### config.mk
export PLATFORM = sky130hd
export DESIGN_NAME = elastic_fifo
export DESIGN_NICKNAME = d
export VERILOG_FILES = /design/src/rtl/fifo_pkg.sv /design/src/rtl/fifo_ptr.sv /design/src/rtl/elastic_fifo.sv
export SDC_FILE = /design/constraint.sdc
export NUM_CORES = 1
export LEC_CHECK = 0
export ABC_AREA = 1
export CAP_MARGIN = 5
export CELL_PAD_IN_SITES_DETAIL_PLACEMENT = 0
export CELL_PAD_IN_SITES_GLOBAL_PLACEMENT = 1
export CORE_UTILIZATION = 46
export DETAILED_ROUTE_END_ITERATION = 16
export PLACE_DENSITY_LB_ADDON = 0.15
export SLEW_MARGIN = 30
export SYNTH_ARGS = -nofsm -noshare
export SYNTH_HDL_FRONTEND = slang
export SYNTH_HIERARCHICAL = 1
export SYNTH_SLANG_ARGS = --single-unit
### constraint.sdc
create_clock -name clk -period 4.45 [get_ports clk]
set_input_delay 0.445 -clock clk [delete_from_list [all_inputs] [get_ports clk]]
set_output_delay 0.445 -clock clk [all_outputs]
set_load 0.1 [all_outputs]
### src/rtl/fifo_pkg.sv
// Shared constants and helpers for the elastic FIFO and its pointer sub-module.
package fifo_pkg;

   localparam int DEFAULT_WIDTH = 10;
   localparam int DEFAULT_DEPTH = 16;

   // Number of bits needed to index 'value' distinct states (0 for value <= 1).
   function automatic int clog2(input int value);
      int result;
      result = 0;
      for (int v = value - 1; v > 0; v = v >> 1) begin
         result++;
      end
      return result;
   endfunction

   function automatic int unsigned wrap_inc(input int unsigned ptr, input int unsigned depth);
      return (ptr == depth - 1) ? 32'd0 : ptr + 32'd1;
   endfunction

endpackage

### src/rtl/fifo_ptr.sv
// Circular slot pointer that wraps at DEPTH-1, with synchronous clear taking priority over increment.
module fifo_ptr
   import fifo_pkg::*;
#(
   parameter  int DEPTH = DEFAULT_DEPTH,
   localparam int PW    = clog2(DEPTH)
) (
   input  logic          clk,
   input  logic          reset,
   input  logic          clr,
   input  logic          inc,
   output logic [PW-1:0] ptr
);

   logic [PW-1:0] r_ptr;

   // NOTE: sequential state uses non-blocking assignments so every register samples pre-edge values.
   always_ff @(posedge clk or posedge reset) begin
      if (reset) begin
         r_ptr <= '0;
      end else if (clr) begin
         r_ptr <= '0;
      end else if (inc) begin
         r_ptr <= PW'(wrap_inc(32'(r_ptr), DEPTH));
      end
   end

   assign ptr = r_ptr;

endmodule

### src/rtl/elastic_fifo.sv
// First-word-fall-through elastic buffer with valid/ready on both sides, occupancy count and watermark flags.
module elastic_fifo
   import fifo_pkg::*;
#(
   parameter  int WIDTH    = DEFAULT_WIDTH,
   parameter  int DEPTH    = DEFAULT_DEPTH,
   parameter  int AF_LEVEL = DEPTH - 2,
   parameter  int AE_LEVEL = 1,
   localparam int CW       = clog2(DEPTH + 1)
) (
   input  logic             clk,
   input  logic             reset,
   input  logic             flush,
   input  logic             in_valid,
   output logic             in_ready,
   input  logic [WIDTH-1:0] in_data,
   output logic             out_valid,
   input  logic             out_ready,
   output logic [WIDTH-1:0] out_data,
   output logic [CW-1:0]    count,
   output logic             almost_full,
   output logic             almost_empty
);

   localparam int PW = clog2(DEPTH);

   logic [WIDTH-1:0] r_mem [DEPTH];
   logic [CW-1:0]    r_count;
   logic [PW-1:0]    w_wr_ptr;
   logic [PW-1:0]    w_rd_ptr;
   logic             w_push;
   logic             w_pop;

   // in_ready looks only at the count register and flush, never at out_ready.
   assign in_ready  = (r_count != CW'(DEPTH)) & ~flush;
   assign out_valid = (r_count != '0);
   assign w_push    = in_valid & in_ready;
   assign w_pop     = out_valid & out_ready;

   fifo_ptr #(.DEPTH(DEPTH)) u_wr_ptr (
      .clk   (clk),
      .reset (reset),
      .clr   (flush),
      .inc   (w_push),
      .ptr   (w_wr_ptr)
   );

   fifo_ptr #(.DEPTH(DEPTH)) u_rd_ptr (
      .clk   (clk),
      .reset (reset),
      .clr   (flush),
      .inc   (w_pop),
      .ptr   (w_rd_ptr)
   );

   // NOTE: the storage array has no reset; validity is tracked by the count, so a reset here would only cost flops.
   always_ff @(posedge clk) begin
      if (w_push) begin
         r_mem[w_wr_ptr] <= in_data;
      end
   end

   always_ff @(posedge clk or posedge reset) begin
      if (reset) begin
         r_count <= '0;
      end else if (flush) begin
         r_count <= '0;
      end else begin
         case ({w_push, w_pop})
            2'b10:   r_count <= r_count + CW'(1);
            2'b01:   r_count <= r_count - CW'(1);
            default: r_count <= r_count;
         endcase
      end
   end

   assign out_data     = out_valid ? r_mem[w_rd_ptr] : '0;
   assign count        = r_count;
   assign almost_full  = (r_count >= CW'(AF_LEVEL));
   assign almost_empty = (r_count <= CW'(AE_LEVEL));

endmodule

After elaboration in Yosys (flattened, before gate mapping):

Memories as Yosys holds them, arrays and structs flattened.
Index checks and enable logic that the tools add are counted.

* input port bits: 15
* memories: 1
* memory bits (read-only): 0
* bits in latches: 0
* bits in writable memories: 160
* bits in registers: 13
* output and inout bits: 19

* muxes and demuxes: 11
* $add $sub $neg: 4
* div/mod/pow operators: 0
* $mul: 0
* equality and inequality tests: 5
* reductions and logical operators: 4
* shift-type cells: 0
* bitwise logic cells: 4
* $lt $le $gt $ge: 2

Memories
* r_mem: depth 16, bits a word 10, read ports 1, clocked after memory_dff 0, write ports 1, RTL line elastic_fifo.sv:27 `logic [WIDTH-1:0] r_mem [DEPTH];`

Operators with widths (count)
* 4-bit 2-to-1 mux: 6
* 10-bit 2-to-1 mux: 1
* 5-bit case mux with 2 select lines: 1
* 4-bit by 1-bit adder with 4-bit output (second input constant): 2
* 4-bit equality test (second input constant): 2
* 5-bit by 1-bit adder with 5-bit output (second input constant): 1
* 5-bit by 4-bit greater-or-equal comparator with 1-bit output (second input constant): 1
* 5-bit by 1-bit <= comparator with 1-bit output (second input constant): 1
* 5-bit 2-to-1 mux: 1
* 5-bit inequality test (second input constant): 1
* 5-bit nonzero test: 1
* 5-bit by 1-bit subtractor with 5-bit output (second input constant): 1
* 2-bit nonzero test: 2
* 1-bit bitwise AND: 3
* 3-bit nonzero test: 1
* 2-bit by 1-bit equality test with 1-bit output (second input constant): 1
* 2-bit equality test (second input constant): 1
* 1-bit 2-to-1 mux: 2
* 1-bit inverter: 1

Depth between registers and ports, before layout:

* depth in word-level cells: 6
* depth in mapped cells: 11
* mapped depth without buffers: 11

By module:

Netlist, hierarchy kept.

By module, submodules not included
* elastic_fifo: sequential area each 4929.7 µm², instances 1, area each 7113.1 µm², cells an instance 637
* fifo_ptr: sequential area each 100.1 µm², instances 2, area each 224.0 µm², cells an instance 26

Worst setup path before layout:

No wires, ideal clock.

* kind: reg2out
* from: register r_count[1], in the netlist count[1]
* to: output port almost_empty
* setup slack: -0.122 ns
* required time: 4.005 ns
* cell stages (with the launch flop): 5
* arrival time: 4.127 ns
* cell sequence: dfrtp_1 inv_1 ha_1 a21oi_1 nor4_1

* longest elaborated chain between the ends: 1

RTL lines
* from (decl): RTL line elastic_fifo.sv:28 `logic [CW-1:0] r_count;`
* from (signal assigned): RTL line elastic_fifo.sv:70 `2'b10: r_count <= r_count + CW'(1);`
* from (signal assigned): RTL line elastic_fifo.sv:71 `2'b01: r_count <= r_count - CW'(1);`
* from (signal assigned): RTL line elastic_fifo.sv:72 `default: r_count <= r_count;`
* 5-bit by 1-bit <= comparator with 1-bit output: RTL line elastic_fifo.sv:80 `assign almost_empty = (r_count <= CW'(AE_LEVEL));`
* to (decl): RTL line elastic_fifo.sv:22 `output logic almost_empty`

No other way between the ends.

Final worst setup path:

* from: register r_count[0], in the netlist count[0]
* to: output port in_ready

* longest elaborated chain between the ends: 2

RTL lines
* 5-bit inequality test: RTL line elastic_fifo.sv:35 `assign in_ready = (r_count != CW'(DEPTH)) & ~flush;`
* 1-bit bitwise AND: RTL line elastic_fifo.sv:35
* to (decl): RTL line elastic_fifo.sv:15 `output logic in_ready,`

No other way between the ends.

==> results by group <==
Global routing
  – Pin count of the biggest net entering global routing: 86
  – Number of antenna violations at the first check in global routing: 0
  – Grt met1 use: 28.3%
  – Overall overflow remaining after global route: 0
  – Met3 global-route usage: 4.39%
  – Total routing usage reported by global routing: 22.7%
  – Via count of the first global-routing pass: 4919
  – Global-route wire length before repair: 27200 um
  – Met2 global-route usage: 38.5%
  – GR peak layer: met2

Floorplanning
  – Floorplan die height: 130 um
  – Number of standard-cell rows in the floorplan: 46
  – Die footprint: 0.0170 sq mm
  – Initial cell density of the core: 47.4%
  – Io pins: 34
  – DIE WIDTH: 130 um
  – CORE AREA: 0.0159 sq mm

Timing
  – Final setup vio count: 0
  – Final-layout worst hold slack: 0.272 ns
  – Achievable frequency: 316 MHz
  – Transition at the pin with the smallest max-transition slack: 0.973 ns
  – RSZ-0062 raised after global routing: false
  – Max-Slew Margin vs Limit: 34.9%
  – Number of endpoints with negative hold slack in the final report: 0
  – Setup TNS: 0 ns
  – Minimum clock period after layout: 3.16 ns
  – Post-route clock period utilization: 71.0%
  – Pins over their slew limit: 0
  – PnR worst setup slack: 1.29 ns
  – Setup Skew: 0.00778 ns

Synthesis
  – Share of Yosys cell area claimed by the top area cell type: 63.5%
  – Sequential area share after synthesis: 67.8%
  – Synth Area per Inst: 11.0 sq um
  – Post-synthesis async set-or-reset flop share: 7.51%
  – Cell types occupying the most area after synthesis: sky130_fd_sc_hd__edfxtp_1 (64%), sky130_fd_sc_hd__nand2_1 (12%), sky130_fd_sc_hd__nand3_1 (9.1%), sky130_fd_sc_hd__dfrtp_1 (4.3%), sky130_fd_sc_hd__ha_1 (1.2%)
  – Ys flop type: sky130_fd_sc_hd__edfxtp_1
  – Number of cells produced by synthesis: 689
  – Yosys top cell by area: sky130_fd_sc_hd__edfxtp_1
  – Number of synthesized flops with an enable pin: 160
  – Cell Area, Synth: 0.00756 sq mm
  – Total number of yosys warnings: 6
  – Post-synth net total: 711
  – Netlist cell types: 32
  – Flop and latch count out of synthesis: 173

Placed design
  – Routability Congestion: 0.821
  – Setup slack after placement: 1.38 ns
  – Count of buffers inserted at the top-level ports: 33
  – Cell area after placement: 0.00798 sq mm
  – Placed wire-length estimate: 11200 um

Detailed routing
  – Drt total wl: 17700 um
  – Length of the first detailed-routing pass in iterations: 7
  – Remaining antenna violation count: 0
  – Routed vias: 4998
  – Vias per std cell: 5.32
  – Number of DRC violations after detailed-routing iteration 0: 406
  – Detailed-route wire length per cell: 18.9 um
  – Post-detailed-route DRC marker count: 0

Setup path
  – Endpoint required time on the critical path: 4.01 ns
  – Largest delay contributor family on the critical path: buffers and inverters
  – Kind of launch point of the worst setup path: flip-flop
  – Slowest cell delay on critical path: 1.12 ns
  – Critical path cell sequence: inv_1 -> ha_1 -> nand3_2 -> nand2_1 -> inv_1 -> clkdlybuf4s50_1
  – Element type at the critical path end: primary output
  – Setup CP Type: flip-flop to primary output
  – CP dominant cell by count: sky130_fd_sc_hd__inv_1
  – Crit path arrival time: 2.72 ns
  – CP max FO: 7
  – Crit-path slowest cell: sky130_fd_sc_hd__clkdlybuf4s50_1
  – Buf/Inv on CP: 3

Layout
  – Ratio of cells with drive above 1 in the final layout: 9.82%
  – Area added between synthesis and finish: 13.3%
  – Commonest non-fill, non-tap cell in the layout: sky130_fd_sc_hd__nand2_1
  – Fill cell total of the finished layout: 1380
  – Antenna Diode Count: 0
  – Number of nets in the final layout: 732
  – Leading cell types in the layout, fill and taps excluded: sky130_fd_sc_hd__nand2_1 (238), sky130_fd_sc_hd__edfxtp_1 (160), sky130_fd_sc_hd__nand3_1 (137), sky130_fd_sc_hd__nor2_1 (23), sky130_fd_sc_hd__clkdlybuf4s50_1 (23)
  – FF+latch area: 0.00513 sq mm
  – Post-layout instance area: 0.00857 sq mm
  – Footprint of the multi-input gates: 0.00214 sq mm

CTS
  – CTS H-Tree Depth: 4
  – Clock Tree Root: sky130_fd_sc_hd__clkbuf_16
  – PostCTS Resize Cnt: 0
  – Clock transition at path regs: 0.07 ns
  – Clock sink total: 173
  – CTS tree: built
  – Setup Fix Bufs, Post-CTS: 0
  – Num CTS Buffers: 17
  – Longest Clk Path Bufs: 2
  – Number of buffers inserted by hold repair at cts: 0
  – Worst-Skew Late Latency: 0.43 ns

Status
  – Outcome: finished, final reports clean

Power
  – Maximum resistive drop on vdd: 0.657 mV
  – Power density normalized to cell area: 633 mW/mm^2
  – Leakage power total: 0.00320 uW

Flow run
  – Max-capacitance violation count: 0

Min path
  – Kind of path behind the tightest hold check: input pin to asynchronous set/reset pin
==> worst paths after layout <==
check | from | endpoint | slack [ns] | cells past startpoint
setup / recovery | count[0] | in_ready | 1.29 | 6
hold / removal | reset | u_rd_ptr/ptr[1] | 0.27 | 2
setup reg to reg | count[0] | r_mem[2][6] | 1.72 | 7
hold reg to reg | count[0] | count[0] | 0.67 | 2
max in group asynchronous | reset | count[1] | 3.94 | 2
min in group clk | count[0] | count[0] | 0.67 | 2
==> flip-flops by register name, indices dropped and copies added, names as in the netlist <==
signal,count
u_wr_ptr/ptr,4
r_mem,160
u_rd_ptr/ptr,4
count,5
==> power breakdown <==
group / switching, uW / internal (uW)
clock: 624 / 807
sequential: 76.7 / 1820
combinational: 1620 / 475
total: 2320 / 3100
==> cells by family after synthesis <==
group	share of synthesized area [%]
xor gates and xnor gates	0.348
DFF	67.8
buffers and inverters	3.99
and+or+nand+nor	25.1
AOI/OAI and AO/OA	1.61
adders and majority gates	1.16
==> metal layers <==
metal / part of all wire [%] / routed length (um) / vias to the layer above
li1: - / - / 2422
met1: 42 / 7450 / 2393
met2: 50 / 8930 / 152
met3: 5.1 / 901 / 31
met4: 2.6 / 455 / 0
met5: 0 / 0 / -
==> through the flow <==
step,power (uW),util [%],instances
after global placement,4030,50.0,907
after floorplan,3580,-,689
after detailed placement,4030,50.1,907
after CTS,5450,53.7,939
after global routing,5660,53.7,939
final,5420,53.7,939
==> cells in the mapped netlist, types with 3 or more instances <==
library cell               instances
sky130_fd_sc_hd__dfrtp_1          13
sky130_fd_sc_hd__nand3_2           4
sky130_fd_sc_hd__nand2_1         238
sky130_fd_sc_hd__nor2_1           23
sky130_fd_sc_hd__ha_1              7
sky130_fd_sc_hd__a21oi_1          16
sky130_fd_sc_hd__buf_4            10
sky130_fd_sc_hd__edfxtp_1        160
sky130_fd_sc_hd__buf_2            14
sky130_fd_sc_hd__nand2_4           3
sky130_fd_sc_hd__nand3_1         137
sky130_fd_sc_hd__inv_1            18
sky130_fd_sc_hd__inv_2             6
sky130_fd_sc_hd__nand4_1           7
sky130_fd_sc_hd__clkbuf_1          8
==> layout make-up <==
class / count / area share [%]
clock buffer: 20 / 5.71
clock inverter: 12 / 1.12
inverter: 28 / 1.34
multi-input combinational: 454 / 24.9
sequential: 173 / 59.9
tap: 216 / 3.16
timing repair buffer: 36 / 3.83
No activity file was read; power rests on OpenSTA's default activity.
